==> config.mk <==
export PLATFORM = sky130hd
export DESIGN_NAME = uart_tx_flat
export DESIGN_NICKNAME = d
export VERILOG_FILES = /design/src/rtl/uart_tx_if.sv /design/src/rtl/uart_tx.sv /design/src/flat_wrapper.sv
export SDC_FILE = /design/constraint.sdc
export NUM_CORES = 1
export LEC_CHECK = 0
export ABC_CLOCK_PERIOD_IN_PS = 6000
export CAP_MARGIN = 20
export CORE_MARGIN = 2
export CORE_UTILIZATION = 56
export DETAILED_ROUTE_END_ITERATION = 10
export GPL_ROUTABILITY_DRIVEN = 1
export GPL_TIMING_DRIVEN = 0
export PLACE_DENSITY = 0.82
export SYNTH_ARGS = -nofsm -noshare
export SYNTH_HDL_FRONTEND = slang
export SYNTH_SLANG_ARGS = --single-unit
==> constraint.sdc <==
create_clock -name i_clk -period 6 [get_ports i_clk]
set_input_delay 1.5 -clock i_clk [delete_from_list [all_inputs] [get_ports i_clk]]
set_output_delay 1.5 -clock i_clk [all_outputs]
set_load 0.03 [all_outputs]
==> src/rtl/uart_tx_if.sv <==
// Handshake and serial-line bundle between the TX interface stage and the
// uart_tx serializer. The interface stage is the master; the serializer is
// the slave.
interface uart_tx_if #(
  parameter int unsigned NB_DATA = 8
);
  logic               i_tick;
  logic               i_tx_start;
  logic [NB_DATA-1:0] i_data;
  logic               o_tx;
  logic               o_done_tx;

  modport master (
    output i_tick,
    output i_tx_start,
    output i_data,
    input  o_tx,
    input  o_done_tx
  );

  modport slave (
    input  i_tick,
    input  i_tx_start,
    input  i_data,
    output o_tx,
    output o_done_tx
  );
endinterface

==> src/rtl/uart_tx.sv <==
// UART serializer: start bit, NB_DATA data bits LSB first, then a stop bit
// of SB_TICK baud ticks. Bit timing comes from the shared oversampling tick.
// o_done_tx is high while idle and a new word may be pushed.
module uart_tx #(
  parameter int unsigned NB_DATA = 8,
  parameter int unsigned N_TICKS = 16,
  parameter int unsigned SB_TICK = 16
) (
  input  logic     i_clk,
  input  logic     i_rst,
  uart_tx_if.slave bus
);

  localparam int unsigned S_MAX = (N_TICKS > SB_TICK) ? N_TICKS : SB_TICK;
  localparam int unsigned S_W   = (S_MAX > 1) ? $clog2(S_MAX) : 1;
  localparam int unsigned N_W   = (NB_DATA > 1) ? $clog2(NB_DATA) : 1;

  localparam logic [S_W-1:0] S_LAST_BIT  = S_W'(N_TICKS - 1);
  localparam logic [S_W-1:0] S_LAST_STOP = S_W'(SB_TICK - 1);
  localparam logic [N_W-1:0] N_LAST      = N_W'(NB_DATA - 1);

  typedef enum logic [1:0] {
    IDLE  = 2'd0,
    START = 2'd1,
    DATA  = 2'd2,
    STOP  = 2'd3
  } state_e;

  state_e             state_q, state_d;
  logic [S_W-1:0]     s_q, s_d;
  logic [N_W-1:0]     n_q, n_d;
  logic [NB_DATA-1:0] shift_q, shift_d;
  logic               tx_q, tx_d;

  // Next-state, counter and shift-register logic for the frame sequencer.
  always_comb begin
    state_d = state_q;
    s_d     = s_q;
    n_d     = n_q;
    shift_d = shift_q;
    case (state_q)
      IDLE: begin
        // A tick coincident with the accepted strobe is deliberately not counted.
        if (bus.i_tx_start) begin
          shift_d = bus.i_data;
          s_d     = '0;
          state_d = START;
        end
      end
      START: begin
        if (bus.i_tick) begin
          if (s_q == S_LAST_BIT) begin
            s_d     = '0;
            n_d     = '0;
            state_d = DATA;
          end else begin
            s_d = s_q + 1'b1;
          end
        end
      end
      DATA: begin
        if (bus.i_tick) begin
          if (s_q == S_LAST_BIT) begin
            s_d     = '0;
            shift_d = shift_q >> 1;
            if (n_q == N_LAST) begin
              state_d = STOP;
            end else begin
              n_d = n_q + 1'b1;
            end
          end else begin
            s_d = s_q + 1'b1;
          end
        end
      end
      STOP: begin
        if (bus.i_tick) begin
          if (s_q == S_LAST_STOP) begin
            s_d     = '0;
            state_d = IDLE;
          end else begin
            s_d = s_q + 1'b1;
          end
        end
      end
      default: begin
        state_d = IDLE;
        s_d     = '0;
        n_d     = '0;
      end
    endcase
  end

  // Line level derived from the next state so the registered o_tx moves on
  // the same edge as the state and shift register.
  always_comb begin
    tx_d = 1'b1;
    case (state_d)
      IDLE:    tx_d = 1'b1;
      START:   tx_d = 1'b0;
      DATA:    tx_d = shift_d[0];
      STOP:    tx_d = 1'b1;
      default: tx_d = 1'b1;
    endcase
  end

  // State, counters, shift register and line register; async reset abandons any frame.
  always_ff @(posedge i_clk or negedge i_rst) begin
    if (!i_rst) begin
      state_q <= IDLE;
      s_q     <= '0;
      n_q     <= '0;
      shift_q <= '0;
      tx_q    <= 1'b1;
    end else begin
      state_q <= state_d;
      s_q     <= s_d;
      n_q     <= n_d;
      shift_q <= shift_d;
      tx_q    <= tx_d;
    end
  end

  assign bus.o_tx      = tx_q;
  assign bus.o_done_tx = (state_q == IDLE);

endmodule

==> src/flat_wrapper.sv <==
// flat-port wrapper written by rule: the top's interface ports become plain ports
module uart_tx_flat 
#(
  parameter int unsigned NB_DATA = 8,
  parameter int unsigned N_TICKS = 16,
  parameter int unsigned SB_TICK = 16
)
  (i_clk, i_rst, bus_i_tick, bus_i_tx_start, bus_i_data, bus_o_tx, bus_o_done_tx);
  uart_tx_if #(.NB_DATA(NB_DATA)) bus_i ();
  input  logic i_clk;
  input  logic i_rst;
  input wire logic [$bits(bus_i.i_tick)-1:0] bus_i_tick;
  input wire logic [$bits(bus_i.i_tx_start)-1:0] bus_i_tx_start;
  input wire logic [$bits(bus_i.i_data)-1:0] bus_i_data;
  output wire logic [$bits(bus_i.o_tx)-1:0] bus_o_tx;
  output wire logic [$bits(bus_i.o_done_tx)-1:0] bus_o_done_tx;
  assign bus_i.i_tick = bus_i_tick;
  assign bus_i.i_tx_start = bus_i_tx_start;
  assign bus_i.i_data = bus_i_data;
  assign bus_o_tx = bus_i.o_tx;
  assign bus_o_done_tx = bus_i.o_done_tx;
  uart_tx #(.NB_DATA(NB_DATA), .N_TICKS(N_TICKS), .SB_TICK(SB_TICK)) u_core (.i_clk(i_clk), .i_rst(i_rst), .bus(bus_i));
endmodule
; ---- Word-level counts from Yosys, hierarchy flattened
; Cells that the tools add are included.
[word_totals]
elab_cells = 56
input_bits = 12
regBits = 18
[classes]
mux = 24
eq_ne = 15
reduce_logical = 9
add_sub_neg = 2
[ops]
columns = op, n
row1 = $mux 8, 3
row2 = $mux 2, 8
row3 = $pmux 8 s2, 1
row4 = $mux 3, 5
row5 = $mux 4, 3
row6 = $eq 2x2->1 const B, 4
row7 = $ne 2x2->1 const B, 4
row8 = $pmux 2 s4, 1
row9 = $pmux 4 s2, 1
row10 = $ne 2x1->1 const B, 3
row11 = $pmux 3 s2, 1
row12 = $reduce_and 6->1, 1
row13 = $add 4x1->4 const B, 1
row14 = $eq 2x1->1 const B, 2
row15 = $eq 4x4->1 const B, 1
row16 = $logic_not 2->1, 2
row17 = $reduce_and 4->1, 1
row18 = $reduce_bool 2->1, 2
row19 = $add 3x1->3 const B, 1
row20 = $eq 3x3->1 const B, 1
row21 = $pmux 1 s3, 1
row22 = $reduce_or 3->1, 1
row23 = $reduce_and 2->1, 1
row24 = $reduce_or 2->1, 1

; ---- Logic depth before layout (Yosys ltp)
[logic_depth]
word_depth = 8
ltp_mapped = 8

; ---- Least setup slack after synthesis
; Ideal clock, no wire load.
[synth_timing]
path_type = input port to flip-flop
startpoint = input port bus_i_tick
endpoint = register u_core.tx_q (netlist: u_core.bus.o_tx)
slack_ns = 3.188
n_path_buf = 1
required_time_ns = 5.906
stages = 6
arrival_time_ns = 2.718
setup_ns = 0.094
cell_sequence = and4_1 > buf_6 > a311o_2 > and2_1 > ha_1 > a311oi_1
[synth_via]
elab_chain_len = 5
elab_cells_between_ends = 12
cone_classes = eq/ne (3) / mux (7) / reduce/logical (2)
[synth_lines]
columns = item, line_no
row1 = from (decl), flat_wrapper.sv:12  ; input wire logic [$bits(bus_i.i_tick)-1:0] bus_i_tick;
row2 = $mux 2 (on tied branches), "uart_tx.sv:77, uart_tx.sv:51, uart_tx.sv:62"
row3 = $pmux 2 s4 (*), uart_tx.sv:41  ; case (state_q)
row4 = net u_core.state_d[0], uart_tx.sv:29  ; state_e state_q, state_d;
row5 = $eq 2x2->1 or $logic_not 2->1 (tied branches), uart_tx.sv:98  ; case (state_d)
row6 = $reduce_or 2->1 (no line), n/a
row7 = $pmux 1 s3 (*), uart_tx.sv:98
row8 = net u_core.tx_d, uart_tx.sv:33  ; logic tx_q, tx_d;
row9 = to (signal assigned), uart_tx.sv:120  ; tx_q <= tx_d;
row10 = to (decl), uart_tx.sv:33
; The timed path passes the listed nets; every way through them passes the cells marked *. The select of a mux whose other input is x is not followed.
; A chain may end at the register's enable or synchronous reset.

; ---- Worst setup path after layout
[layout_timing]
startpoint = register u_core.state_q[0]
endpoint = output port bus_o_done_tx
[layout_via]
elab_chain_len = 1
[layout_lines]
columns = item, line_no
row1 = from (decl), uart_tx.sv:29
row2 = from (signal assigned), uart_tx.sv:116  ; state_q <= state_d;
row3 = $logic_not 2->1, uart_tx.sv:125  ; assign bus.o_done_tx = (state_q == IDLE);
row4 = to (decl), flat_wrapper.sv:16  ; output wire logic [$bits(bus_i.o_done_tx)-1:0] bus_o_done_tx;
; Every way passes these cells.

==> results.txt <==
DRC viols -> 0
clock skew -> 0.00155 ns
Hold Vio Cnt, Final -> 0
Crit Path Category -> register to output pin
GP Congestion -> 0.768
number of global-route vias before repair -> 754
critical path depth -> 3
Tightest Pin Transition -> 0.784 ns
Setup crit start kind -> register
routed vias -> 772
Async S/R FF share, synth -> 100%
achievable frequency -> 295 MHz
GRT Residual Overflow -> 0
Synth Register Bits -> 18
die width -> 45.9 µm
post-synth cell types -> 38
P&R area growth vs syn -> 19.1%
total CTS buffers -> 3
top-area cell type share of the netlist area -> 43.3%
Final nets -> 127
Clk pin slew, worst setup/hold paths -> 0.10 ns
share of cells above drive strength 1 -> 11.9%
RSZ-0062 raised after global routing -> false
global-route wire length before repair -> 3200 µm
Worst VDD drop -> 0.207 mV
commonest register cell after synthesis -> dfrtp_1
CP Cell Sequence -> clkbuf_1, nor2_1, clkdlybuf4s50_1
DRT antenna net count -> 0
DP Worst Slack -> 2.59 ns
setup slack after layout -> 2.61 ns
Worst setup EP type -> output pin
Wirelength per Cell -> 15.1 µm
synth top area cells -> dfrtp_1 (43%), ha_1 (6.4%), a221o_1 (6.1%), and2_1 (4.5%), dfstp_2 (2.7%)
setup_tns -> 0 ns
clock sink count -> 18
n_diodes -> 0
Die ar. -> 2100 µm²
hold path cells -> 1
Register-to-Register Path Depth -> 7
drt total wl -> 1910 µm
sequential share of the synthesized area -> 46.0%
max-cap viol count -> 0
Synth area leader -> dfrtp_1
vias per cell -> 6.13
CTS tree -> done
initial drt markers -> 24
# IOs -> 14
Buf/Inv on CP -> 2
core area -> 1690 µm²
CP arrival -> 1.89 ns
Synth Instances -> 92
period utilization -> 56.5%
Site Rows -> 15
minimum clock period -> 3.39 ns
antenna violations before repair -> 0
IO buf count -> 13
Die Y -> 45.9 µm
delay-heaviest family, CP -> buffers and inverters
final setup vio count -> 0
drt pass-1 iters -> 4
most common cell after layout, fill and taps aside -> dfrtp_1
Slew Viols, Final -> 0
Hold Crit Class -> register to register
status -> finished, final reports clean
post_cts resized -> 0
syn avg cell area -> 10.7 µm²
Worst path slowest cell -> clkdlybuf4s50_1
Post-synth EDFFs -> 0
H-tree depth -> 1
Initial Utilization -> 58.1%
DPL Wire Length -> 1360 µm
Synth Cell Area -> 982 µm²
Post-Syn Nets -> 109
Clock Latency Late Sink -> 0.30 ns
Max FO, Critical Path -> 10
maximum number of pins on one net before global-route repair -> 19
Max Buffers Root-to-Sink -> 2
Post-CTS Setup Inserts -> 0
Root Driver -> clkbuf_4
hold_buf cts -> 0
yosys warns -> 0
GRT Total Usage -> 21.6%
slowest stage delay, CP -> 0.70 ns
most frequent cells in the layout -> dfrtp_1 (17), clkdlybuf4s50_1 (13), and2_1 (7)
leakage -> 0.524 nW
relative slew slack -> 47.6%
CP required -> 4.50 ns
Power Density -> 402 nW/µm²
## cells in the mapped netlist (all sizes together), types with 2 or more instances
| master | instances |
|---|---|
| a221o | 6 |
| inv | 6 |
| dfrtp | 17 |
| a32oi | 2 |
| xnor2 | 2 |
| buf | 4 |
| nand3 | 2 |
| nand2 | 4 |
| and2 | 7 |
| a31oi | 3 |
| o22ai | 3 |
| nor2 | 6 |
| a22o | 2 |
| ha | 5 |
## power by group
part,internal [W],switching [W]
Clock,0.0000370,0.0000389
Combinational,0.0000929,0.0000877
Sequential,0.000173,0.0000414
## registers in the layout, summed over array words and instances (netlist names)
name,flops
u_core.shift_q,8
u_core.s_q,4
u_core.n_q,3
u_core.state_q,2
u_core.bus.o_tx,1
## final timing paths
kind	startpoint	slack, ns	end
max reg2reg	u_core.s_q[0]$_DFFE_PN0P_	3.87	u_core.bus.o_tx$_DFF_PN1_
max	u_core.state_q[0]$_DFF_PN0_	2.61	bus_o_done_tx
min in group asynchronous	i_rst	1.65	u_core.shift_q[3]$_DFFE_PN0P_
min	u_core.s_q[3]$_DFFE_PN0P_	0.50	u_core.s_q[3]$_DFFE_PN0P_
min reg2reg	u_core.s_q[3]$_DFFE_PN0P_	0.50	u_core.s_q[3]$_DFFE_PN0P_
max in group asynchronous	i_rst	3.87	u_core.state_q[0]$_DFF_PN0_
## metrics by stage
step	total power, W	util [%]	hold WS, ns	instances	cell area (µm²)
after CTS	0.000472	69.3	0.500	126	1170
after detailed placement	0.000395	67.1	0.485	122	1130
after floorplan	0.000344	-	0.464	92	982
after global routing	0.000507	69.3	0.506	126	1170
final	0.000471	69.3	0.501	126	1170
after global placement	0.000386	67.1	0.481	122	1130
## logic make-up (layout without fill, tap and decap cells)
logic type	after synthesis	count (layout)	share of synthesized area [%]
flip-flops	18	18	46.0
XOR/XNOR	3	3	2.68
AND/OR/NAND/NOR	27	27	15.3
AO/OA/AOI/OAI	26	26	21.5
buffers and inverters	11	28	5.99
multiplexers	2	2	2.17
adder cells (fa/ha/maj)	5	5	6.37
## per-layer routing
metal  global-route usage (%)  share of wire (%)
met5                        0                  0
met4                     13.7                3.7
met3                     3.57                2.8
met2                     35.3                 45
met1                     26.0                 49
## cell type report
cell class | instances | area (µm²)
well taps | 17 | 21.3
fillers | 124 | 519
multi-input cells | 63 | 472
inverters | 6 | 22.5
clock buffers | 4 | 36.3
plain buffers | 5 | 36.3
repair buffers | 13 | 130
flip-flops and latches | 18 | 452
Power figures use the tool's default switching activity.
